## src/rtl/spi_cfg_regbank.sv

```systemverilog
// SPI configuration slave: NUM_REGS x DATA_W register bank, burst auto-increment, sticky address error.
// Optional SPI_READBACK_EN adds MISO readback; when it is undefined serial_out is tied low.
//
// state  | meaning
// S_IDLE | waiting for a cs_n falling edge
// S_CMD  | shifting in the 8-bit command (addr[6:0], rw)
// S_DATA | shifting data words, address advances after each word
module spi_cfg_regbank #(
    parameter int NUM_REGS = 4,
    parameter int DATA_W   = 8,
    parameter int ADDR_W   = $clog2(NUM_REGS)
) (
    input  logic                         iclk,
    input  logic                         rst,
    input  logic                         sclk,
    input  logic                         cs_n,
    input  logic                         serial_in,
    output logic                         serial_out,
    output logic [NUM_REGS*DATA_W-1:0]   regs_flat,
    output logic                         wr_strobe,
    output logic [ADDR_W-1:0]            select_reg,
    output logic [7:0]                   load_cnt_ser,
    output logic                         addr_err
);

    localparam int SR_W = (DATA_W > 8) ? DATA_W : 8;
    localparam logic [5:0] LAST_BIT = 6'(DATA_W - 1);

    typedef enum logic [1:0] {S_IDLE, S_CMD, S_DATA} state_t;

    state_t             state, state_nxt;
    logic [1:0]         sclk_sync, cs_sync, sin_sync;
    logic               sclk_prev, cs_prev;
    logic               sclk_rise, cs_fall, cs_rise;
    logic [SR_W-1:0]    sr, sr_next;
    logic [5:0]         bit_cnt;
    logic [6:0]         addr, burst_addr;
    logic               rw, addr_ok;
    logic               shift_en, cmd_done, word_done, clr_cnt, commit;
    logic [7:0]         cmd_byte;
    logic [DATA_W-1:0]  word;
    logic [DATA_W-1:0]  regs [NUM_REGS];

    // cs sync flops reset low so a cs_n held low through reset is not seen as a new frame
    always_ff @(posedge iclk or posedge rst) begin
        if (rst) begin
            sclk_sync <= '0;
            cs_sync   <= '0;
            sin_sync  <= '0;
            sclk_prev <= 1'b0;
            cs_prev   <= 1'b0;
        end else begin
            sclk_sync <= {sclk_sync[0], sclk};
            cs_sync   <= {cs_sync[0], cs_n};
            sin_sync  <= {sin_sync[0], serial_in};
            sclk_prev <= sclk_sync[1];
            cs_prev   <= cs_sync[1];
        end
    end

    assign sclk_rise = sclk_sync[1] & ~sclk_prev;
    assign cs_fall   = cs_prev & ~cs_sync[1];
    assign cs_rise   = ~cs_prev & cs_sync[1];

    assign sr_next    = {sin_sync[1], sr[SR_W-1:1]};
    assign cmd_byte   = sr_next[SR_W-1 -: 8];
    assign word       = sr_next[SR_W-1 -: DATA_W];
    assign addr_ok    = ({1'b0, addr} < 8'(NUM_REGS));
    assign burst_addr = ({1'b0, addr} >= 8'(NUM_REGS - 1)) ? 7'd0 : addr + 7'd1;
    assign commit     = word_done & ~rw & addr_ok;

    always_ff @(posedge iclk or posedge rst) begin
        if (rst) state <= S_IDLE;
        else     state <= state_nxt;
    end

    always_comb begin
        state_nxt = state;
        case (state)
            S_IDLE:  if (cs_fall) state_nxt = S_CMD;
            S_CMD:   if (cs_rise) state_nxt = S_IDLE;
                     else if (cmd_done) state_nxt = S_DATA;
            S_DATA:  if (cs_rise) state_nxt = S_IDLE;
            default: state_nxt = S_IDLE;
        endcase
    end

    always_comb begin
        shift_en  = 1'b0;
        cmd_done  = 1'b0;
        word_done = 1'b0;
        clr_cnt   = 1'b0;
        case (state)
            S_IDLE: clr_cnt = cs_fall;
            S_CMD: begin
                shift_en = sclk_rise;
                cmd_done = sclk_rise && (bit_cnt == 6'd7);
            end
            S_DATA: begin
                shift_en  = sclk_rise;
                word_done = sclk_rise && (bit_cnt == LAST_BIT);
            end
            default: ;
        endcase
    end

    // the final bit is taken from sr_next so the commit lands on the same edge it is shifted in
    always_ff @(posedge iclk or posedge rst) begin
        if (rst) begin
            sr           <= '0;
            bit_cnt      <= '0;
            addr         <= '0;
            rw           <= 1'b0;
            wr_strobe    <= 1'b0;
            select_reg   <= '0;
            load_cnt_ser <= '0;
            addr_err     <= 1'b0;
            for (int k = 0; k < NUM_REGS; k++) regs[k] <= '0;
        end else begin
            wr_strobe <= 1'b0;
            if (clr_cnt || cmd_done || word_done) bit_cnt <= '0;
            else if (shift_en)                     bit_cnt <= bit_cnt + 6'd1;
            if (shift_en) sr <= sr_next;
            if (cmd_done) begin
                addr <= cmd_byte[6:0];
                rw   <= cmd_byte[7];
                if ({1'b0, cmd_byte[6:0]} >= 8'(NUM_REGS)) addr_err <= 1'b1;
            end
            if (word_done) addr <= burst_addr;
            if (commit) begin
                regs[addr[ADDR_W-1:0]] <= word;
                wr_strobe              <= 1'b1;
                select_reg             <= addr[ADDR_W-1:0];
                load_cnt_ser           <= load_cnt_ser + 8'd1;
            end
        end
    end

    for (genvar k = 0; k < NUM_REGS; k++) begin : g_flat
        assign regs_flat[k*DATA_W +: DATA_W] = regs[k];
    end

`ifdef SPI_READBACK_EN
    logic              sclk_fall;
    logic [DATA_W-1:0] rd_sr;

    assign sclk_fall = ~sclk_sync[1] & sclk_prev;

    // no shift on the fall that precedes a word's first rise: bit 0 must stay on the pin
    always_ff @(posedge iclk or posedge rst) begin
        if (rst) begin
            rd_sr <= '0;
        end else if (cmd_done && cmd_byte[7]) begin
            rd_sr <= ({1'b0, cmd_byte[6:0]} < 8'(NUM_REGS)) ? regs[cmd_byte[ADDR_W-1:0]] : '0;
        end else if (word_done && rw) begin
            rd_sr <= regs[burst_addr[ADDR_W-1:0]];
        end else if (sclk_fall && state == S_DATA && rw && bit_cnt != 6'd0) begin
            rd_sr <= {1'b0, rd_sr[DATA_W-1:1]};
        end
    end

    assign serial_out = (state == S_DATA && rw) ? rd_sr[0] : 1'b0;
`else
    assign serial_out = 1'b0;
`endif

endmodule

```

## config.mk

```make
export PLATFORM = sky130hd
export DESIGN_NAME = spi_cfg_regbank
export DESIGN_NICKNAME = d
export VERILOG_FILES = /design/src/rtl/spi_cfg_regbank.sv
export SDC_FILE = /design/constraint.sdc
export NUM_CORES = 1
export LEC_CHECK = 0
export ABC_CLOCK_PERIOD_IN_PS = 2500
export CAP_MARGIN = 20
export CORE_MARGIN = 2
export CORE_UTILIZATION = 40
export CTS_BUF_LIST = sky130_fd_sc_hd__clkbuf_16
export CTS_CLUSTER_SIZE = 40
export DETAILED_ROUTE_END_ITERATION = 7
export GPL_TIMING_DRIVEN = 0
export SYNTH_ARGS = -nofsm -noshare
export SYNTH_HDL_FRONTEND = slang
export SYNTH_SLANG_ARGS = --single-unit
```

## constraint.sdc

```tcl
create_clock -name iclk -period 2.5 [get_ports iclk]
set_input_delay 0.5 -clock iclk [delete_from_list [all_inputs] [get_ports iclk]]
set_output_delay 0.5 -clock iclk [all_outputs]
set_load 0.005 [all_outputs]
```

; ---- After elaboration in Yosys (flattened, before gate mapping)
; Cells that the tools add are included.
[op_classes]
n_addsub = 3
magnitude_cmp = 5
n_eq_ne = 6
muxes = 18
bitwise = 10
reduce_logical = 10
[ops]
columns = cell, n
row1 = 32-bit bitwise mux, 1
row2 = 7-bit 2-to-1 mux, 3
row3 = 8-bit demux with 2-bit select, 1
row4 = 6-bit 2-to-1 mux, 2
row5 = 8-bit by 1-bit adder with 8-bit output (second input constant), 1
row6 = 2-bit 2-to-1 mux, 4
row7 = 8-bit 2-to-1 mux, 1
row8 = 7-bit by 1-bit adder with 7-bit output (second input constant), 1
row9 = 7-bit by 2-bit greater-or-equal comparator with 1-bit output (second input constant), 1
row10 = 7-bit by 3-bit greater-or-equal comparator with 1-bit output (second input constant), 1
row11 = 7-bit by 3-bit < comparator with 1-bit output (second input constant), 1
row12 = 6-bit by 1-bit adder with 6-bit output (second input constant), 1
row13 = 6-bit by 3-bit == test with 1-bit output (second input constant), 1
row14 = 2-bit one-hot mux with 3 select lines, 1
row15 = 1-bit AND, 5
row16 = 1-bit 2-to-1 mux, 5
row17 = 2-bit != test (second input constant), 2
row18 = 1-bit NOT, 4
row19 = 2-bit nonzero test, 2
row20 = 3-bit greater-or-equal comparator (second input constant), 1
row21 = 3-bit by 1-bit < comparator with 1-bit output (second input constant), 1
row22 = 3-bit != test (second input constant), 1
row23 = 2-bit NOT with 3-bit output, 1
row24 = 3-bit AND reduction, 1
row25 = 7 further kinds, 9
[totals]
regBits = 76
out_inout_bits = 45
word_cells = 70

; ---- Logic depth before layout (Yosys ltp)
; Gate-level depths: netlist (run 1).
[depth]
ltp_word = 7
ltp_mapped = 8
depth_no_buf = 6

; ---- Worst setup path after synthesis (run 1)
; No wires, ideal clock.
[synth_timing]
kind = register to register
startpoint = register state[0]
endpoint = register regs (netlist bit regs_flat[12])
setup_time_ps = 125
arrival_time_ps = 1822
path_slack_ps = 553
path_stages_with_launch = 9
n_path_buf = 2
path_cell_list = dfrtp_1 -> inv_1 -> ha_1 -> clkbuf_2 -> nor4b_2 -> and4_4 -> buf_12 -> nand2_8 -> mux2_4
[synth_via]
elab_chain_len = 4
[synth_rtl]
columns = element, line
row1 = from (decl), 31  ; state_t state, state_nxt;
row2 = from (signal assigned), 74  ; else state <= state_nxt;
row3 = 2-bit == test, 93  ; case (state)
row4 = 1-bit 2-to-1 mux, 93
row5 = 1-bit AND (2 in series), 70  ; assign commit = word_done & ~rw & addr_ok;
row6 = "to (signal, indexed assignment)", 131  ; regs[addr[ADDR_W-1:0]] <= word;
row7 = to (decl), 42  ; logic [DATA_W-1:0] regs [NUM_REGS];
; No other way between the ends.
; A chain may end at the register's enable or synchronous reset.

; ---- Final worst setup path (run 1)
[layout_timing]
startpoint = register state[0]
endpoint = register regs (netlist bit regs_flat[6])
; The elaborated chain is that of the path after synthesis.

==> results of run 1 <==
[final cells by class]
cell class | count | area share [%]
plain buffers | 5 | 0.978
clock buffers | 9 | 5.33
clock inverters | 7 | 1.81
inverters | 7 | 0.682
multi-input cells | 167 | 31.6
flip-flops and latches | 75 | 44.5
well taps | 105 | 3.11
repair buffers | 49 | 12.0
[through the flow]
step           hold slack [ns]  cell area, µm²  setup TNS (ns)  power, µW
6_report                 0.345            4220               0       3030
5_1_grt                  0.347            4220               0       3200
4_1_cts                  0.349            4220               0       3080
3_5_place_dp             0.340            3920               0       1770
3_3_place_gp             0.333            3890          -89.26       1750
2_1_floorplan            0.331            3280               0       1650
[per-layer routing]
metal | GRT usage, % | vias to the layer above | wire, µm
li1 | - | 998 | -
met1 | 20.6 | 1047 | 2970
met2 | 24.0 | 32 | 2870
met3 | 4.63 | 10 | 209
met4 | 6.16 | 0 | 123
met5 | 0 | - | 0
[worst reg2reg max path: cells and delay by family, from the launching register on]
kind                       cells  cell delay (ns)
and+or+nand+nor                3             0.68
muxes                          1             0.31
adders and majority gates      1             0.16
DFF                            1             0.42
buffers and inverters          3             0.47
[cell usage after synthesis, types with 3 or more instances]
master,instances
nor3_1,4
o21ai_0,3
nand2_8,3
xor2_1,5
mux2i_1,5
mux2_4,5
nand2_1,35
mux2_2,29
xnor2_1,7
inv_1,7
nand3_1,5
dfrtp_1,75
ha_1,10
nand3b_1,3
nor2_1,19
[cells by family (layout without fill, tap and decap cells)]
group | Yosys count | in the layout | share of synthesized area [%]
adder cells (fa/ha/maj) | 10 | 10 | 3.82
XOR/XNOR | 12 | 12 | 3.21
AND/OR/NAND/NOR | 91 | 91 | 16.9
AO/OA/AOI/OAI | 14 | 14 | 2.86
buffers and inverters | 12 | 77 | 2.06
multiplexers | 39 | 39 | 13.8
other | 1 | 1 | 0.114
flip-flops | 75 | 75 | 57.3
[power breakdown]
group          total (µW)  switching, µW  internal [µW]
combinational         295            168            127
clock                1290            511            777
sequential           1450            149           1300
[final timing paths]
check / to / slack, ns / cells after the start
setup / recovery: regs_flat[6]$_DFFE_PP0P_ / 0.35 / 8
hold / removal: sclk_sync[1]$_DFF_PP0_ / 0.34 / 0
setup reg to reg: regs_flat[6]$_DFFE_PP0P_ / 0.35 / 8
hold reg to reg: sclk_sync[1]$_DFF_PP0_ / 0.34 / 0
max in group asynchronous: sclk_sync[0]$_DFF_PP0_ / 1.48 / 3
min in group asynchronous: select_reg[0]$_DFFE_PP0N_ / 0.47 / 2
==> run_results.csv, run 1 <==
group,metric,value,unit
floorplanning,io_pins,50,
floorplanning,placementRows,33,
grt,grt_pass1_wl,10400,µm
grt,first_global_vias,2072,
critical_path,path_max_fanout,9,
placed_design,place_inst,408,
cts,cts_sinks,75,
pwr,cellLeakagePower,0.00199,µW
placed_design,io_buffers,48,
min_path,hold_class,"reg2reg",
sta,rsz0062_at_grt,"false",
sta,finClkSkew,0.00994,ns
floorplanning,dieArea,8940,µm²
critical_path,path_buf_inv,3,
cells_and_area,multiInputGateArea,1330,µm²
cells_and_area,areaGrowthSynthToFinish,28.8,%
detailed_routing,wirelength,6180,µm
cts,cts_tree,"built",
detailed_routing,dr.pass1.iters,4,
detailed_routing,vias,2087,
logic_synthesis,ys_seq_area_share,57.3,%
status,status,"complete, no violations",
grt,antenna_found_initial,0,
sta,fin_crit_sh,85.9,%
sta,fin_crit,2.15,ns
critical_path,path_cells,"inv_1 > ha_1 > clkbuf_2 > nor4b_2 > and4_4 > buf_12 > nand2_8 > mux2_4",
cells_and_area,post_layout_nonfiller_instances,424,
grt,grt_overflow,0,
floorplanning,fp.dieW,94.5,µm
min_path,min-delay-start,"sclk_sync[0]$_DFF_PP0_",
cells_and_area,layout_common_cells,"dfrtp_1 (75), clkdlybuf4s50_1 (48), nand2_1 (35)",
critical_path,r2r-start,"state[0]$_DFFE_PP0P_",
cts,root_buffer,"clkbuf_16",
logic_synthesis,synth_top_cell_area_share,57.3,%
detailed_routing,drt_iter0_drc,102,
floorplanning,die_h,94.5,µm
placed_design,dp_slack,0.375,ns
logic_synthesis,yosys_register_bits,75,
critical_path,cp_top_family,"simple AND/OR/NAND/NOR gates",
pwr,powerDensity,718,nW/µm²
critical_path,slowest_stage,"dfrtp_1",
sta,timing.final.ws_setup,0.354,ns
logic_synthesis,yosys_most_used_dff,"dfrtp_1",
sta,maxSlewViolCount,0,
placed_design,place_congestion,0.721,
placed_design,dp_hpwl,4250,µm
detailed_routing,drc_errors,0,
grt,grt_max_degree,57,
critical_path,worstPathRequired,2.71,ns
critical_path,criticalPathCategory,"reg2reg",
grt,gr-usage-all-layers,15.5,%
critical_path,arrival,2.36,ns
cells_and_area,antennaDiodeCount,0,
logic_synthesis,synth_area_per_cell,12.9,µm²
sta,fmaxAchievable,0.466,GHz
cts,cts.htree.levels,3,
cells_and_area,final_util,52.2,%
logic_synthesis,synth_fp_nets,269,
cells_and_area,final_common_cell,"dfrtp_1",
pwr,ir_drop,0.000441,V
critical_path,endpoint_kind,"register",
sta,finalHoldViolCount,0,
sta,slew-limit-headroom,64.5,%
logic_synthesis,async_reset_ff_share,100,%
cells_and_area,largest_reg_flops,32,
critical_path,cp-startpoint,"state[0]$_DFFE_PP0P_",
logic_synthesis,syn_area,3280,µm²
cells_and_area,drive_above_1_share,21.3,%
cts,cts.clk_slew.worst_paths,0.06,ns
cells_and_area,nFillCells,730,
cts,holdBufCountCts,0,
cells_and_area,seqCellArea,1880,µm²
detailed_routing,vias_per_cell,4.92,
detailed_routing,antenna_left,0,
run,cap_viol_max_count,0,
critical_path,worstSetupStartpointType,"register",
cts,cts-buffers-inserted,9,
sta,tightest_slew,0.528,ns
cts,cts_resized,0,
logic_synthesis,ys_warn_count,0,
logic_synthesis,synth_edf_count,0,
logic_synthesis,synth_cell_type_count,47,
detailed_routing,wire_per_inst,14.6,µm
cts,post_cts_buffers,0,
sta,finalSetupViolations,0,
floorplanning,core,8090,µm²
logic_synthesis,synth_area_leaders,"dfrtp_1 (57%), mux2_2 (10%), nand2_1 (4.0%)",
cts,clkLatencyLatePin,0.33,ns
logic_synthesis,yosysTopAreaCell,"dfrtp_1",
floorplanning,start_util,40.5,%
cts,clock_path_buffers,2,
cells_and_area,layout.nets,329,
logic_synthesis,netlist_instances,254,
critical_path,critPathMaxStageDelay,0.42,ns
Power figures use the tool's default switching activity.
==> run 2, diff against run 1 <==
--- a/config.mk
+++ b/config.mk
@@ -7,12 +7,13 @@
 export LEC_CHECK = 0
 export ABC_CLOCK_PERIOD_IN_PS = 2500
 export CAP_MARGIN = 20
+export CORE_ASPECT_RATIO = 1.2
 export CORE_MARGIN = 2
 export CORE_UTILIZATION = 40
 export CTS_BUF_LIST = sky130_fd_sc_hd__clkbuf_16
 export CTS_CLUSTER_SIZE = 40
 export DETAILED_ROUTE_END_ITERATION = 7
-export GPL_TIMING_DRIVEN = 0
+export SETUP_SLACK_MARGIN = 0.4
 export SYNTH_ARGS = -nofsm -noshare
 export SYNTH_HDL_FRONTEND = slang
 export SYNTH_SLANG_ARGS = --single-unit
==> run 2 against run 1 <==
Net effect:
- global-route usage rose by 0.094 points
- count of clock-buffer cells in the layout did not move
- critical path depth fell by 4
- total power fell by 0.63%
- clock skew fell by 0.0014 ns
- first-iteration DRC count fell by 11%
- worst hold slack got worse by 0.0035 ns
- largest power group unchanged
- highest routed layer unchanged
==> run_results.csv, run 2 (synthesis gave the netlist of run 1 again) <==
group,metric,value,unit
sta,tightest_slew,0.501,ns
floorplanning,dieArea,8940,µm²
critical_path,cp-startpoint,"bit_cnt[3]$_DFFE_PP0P_",
cts,cts.clk_slew.worst_paths,0.06,ns
sta,tns,0,ns
floorplanning,placementRows,36,
floorplanning,start_util,40.7,%
sta,fmaxAchievable,0.515,GHz
floorplanning,io_pins,50,
cells_and_area,post_layout_nonfiller_instances,413,
critical_path,worstPathRequired,2.71,ns
cts,root_buffer,"clkbuf_16",
sta,fin_crit_sh,77.7,%
cts,holdBufCountCts,0,
sta,finalHoldViolCount,0,
detailed_routing,drc_errors,0,
floorplanning,die_h,103,µm
cts,cts-buffers-inserted,9,
cts,clkLatencyLatePin,0.33,ns
grt,antenna_found_initial,0,
critical_path,r2r-start,"bit_cnt[3]$_DFFE_PP0P_",
critical_path,criticalPathCategory,"reg2reg",
critical_path,path_max_fanout,6,
sta,finClkSkew,0.00855,ns
cells_and_area,drive_above_1_share,21.7,%
run,cap_viol_max_count,0,
critical_path,worstSetupStartpointType,"register",
grt,gr-usage-all-layers,15.6,%
cells_and_area,antennaDiodeCount,0,
critical_path,r2r_setup_slack,0.56,ns
cells_and_area,layout.nets,329,
detailed_routing,drt_iter0_drc,91,
floorplanning,core,8060,µm²
grt,grt_overflow,0,
placed_design,place_congestion,0.739,
sta,maxSlewViolCount,0,
pwr,powerDensity,716,nW/µm²
detailed_routing,wire_per_inst,15.2,µm
placed_design,dp_hpwl,4470,µm
detailed_routing,vias_per_cell,5.08,
status,status,"complete, no violations",
detailed_routing,vias,2098,
cells_and_area,largest_reg_flops,32,
sta,rsz0062_at_grt,"false",
detailed_routing,antenna_left,0,
pwr,cellLeakagePower,0.00199,µW
sta,fin_crit,1.94,ns
placed_design,io_buffers,48,
pwr,fin_total_pwr,3010,µW
critical_path,arrival,2.15,ns
cells_and_area,areaGrowthSynthToFinish,28.4,%
cts,cts.htree.levels,3,
cells_and_area,final_common_cell,"dfrtp_1",
cts,cts_sinks,75,
grt,first_global_vias,2082,
floorplanning,fp.dieW,86.6,µm
min_path,hold_class,"reg2reg",
sta,finalSetupViolations,0,
pwr,ir_drop,0.000408,V
cts,clock_path_buffers,2,
critical_path,endpoint_kind,"register",
cells_and_area,layout_common_cells,"dfrtp_1 (75), clkdlybuf4s50_1 (48), nand2_1 (35)",
detailed_routing,wirelength,6280,µm
grt,grt_max_degree,48,
placed_design,place_inst,396,
detailed_routing,dr.pass1.iters,4,
cts,cts_tree,"built",
cells_and_area,final_util,52.2,%
grt,grt_pass1_wl,10500,µm
sta,slew-limit-headroom,66.4,%
min_path,min-delay-start,"sclk_sync[0]$_DFF_PP0_",
## run 2: layer usage
metal,vias to the layer above,share of wire (%),track usage (%)
li1,1000,-,-
met1,1046,47,20.3
met2,39,48,24.4
met3,13,2.9,3.25
met4,0,2.6,9.25
met5,-,0,0
## run 2: timing repair
item	in CTS	in global routing
gates resized for setup	0	1
endpoints found under the setup margin	0	32
buffers inserted	0	2
## run 2: report_power, final
| part | leakage [µW] | internal (µW) | switching (µW) |
|---|---|---|---|
| logic | 0.000828 | 125 | 172 |
| registers | 0.00102 | 1300 | 157 |
| clock network | 0.000142 | 768 | 492 |
| total | 0.00199 | 2190 | 820 |
## run 2: worst paths after layout
kind | cells after the start | to
worst max register to register | 4 | bit_cnt[4]$_DFFE_PP0P_
worst max-delay path | 4 | bit_cnt[4]$_DFFE_PP0P_
max in group asynchronous | 3 | addr_err$_DFFE_PP0P_
worst min register to register | 0 | sclk_sync[1]$_DFF_PP0_
worst min-delay path | 0 | sclk_sync[1]$_DFF_PP0_
min in group asynchronous | 2 | cs_sync[1]$_DFF_PP0_
## run 2: layout make-up
class	instances	area (µm²)
fillers	729	3850
flip-flops and latches	75	1880
multi-input cells	167	1340
repair buffers	54	551
clock buffers	9	225
well taps	95	119
clock inverters	6	65.1
inverters	7	30.0
## run 2: per-stage QoR
stage / hold WS, ns / area [µm²] / setup WS (ns)
after floorplan: 0.331 / 3280 / 0.553
after global placement: 0.332 / 3880 / 0.526
after detailed placement: 0.336 / 3880 / 0.490
after CTS: 0.349 / 4170 / 0.471
after global routing: 0.347 / 4210 / 0.428
final: 0.341 / 4210 / 0.557
## run 2: critical path: stages (launching register included)
cell,delay [ns]
dfrtp_1,0.44
or4b_2,0.76
nor3_4,0.30
a31o_2,0.24
nor2_1,0.07
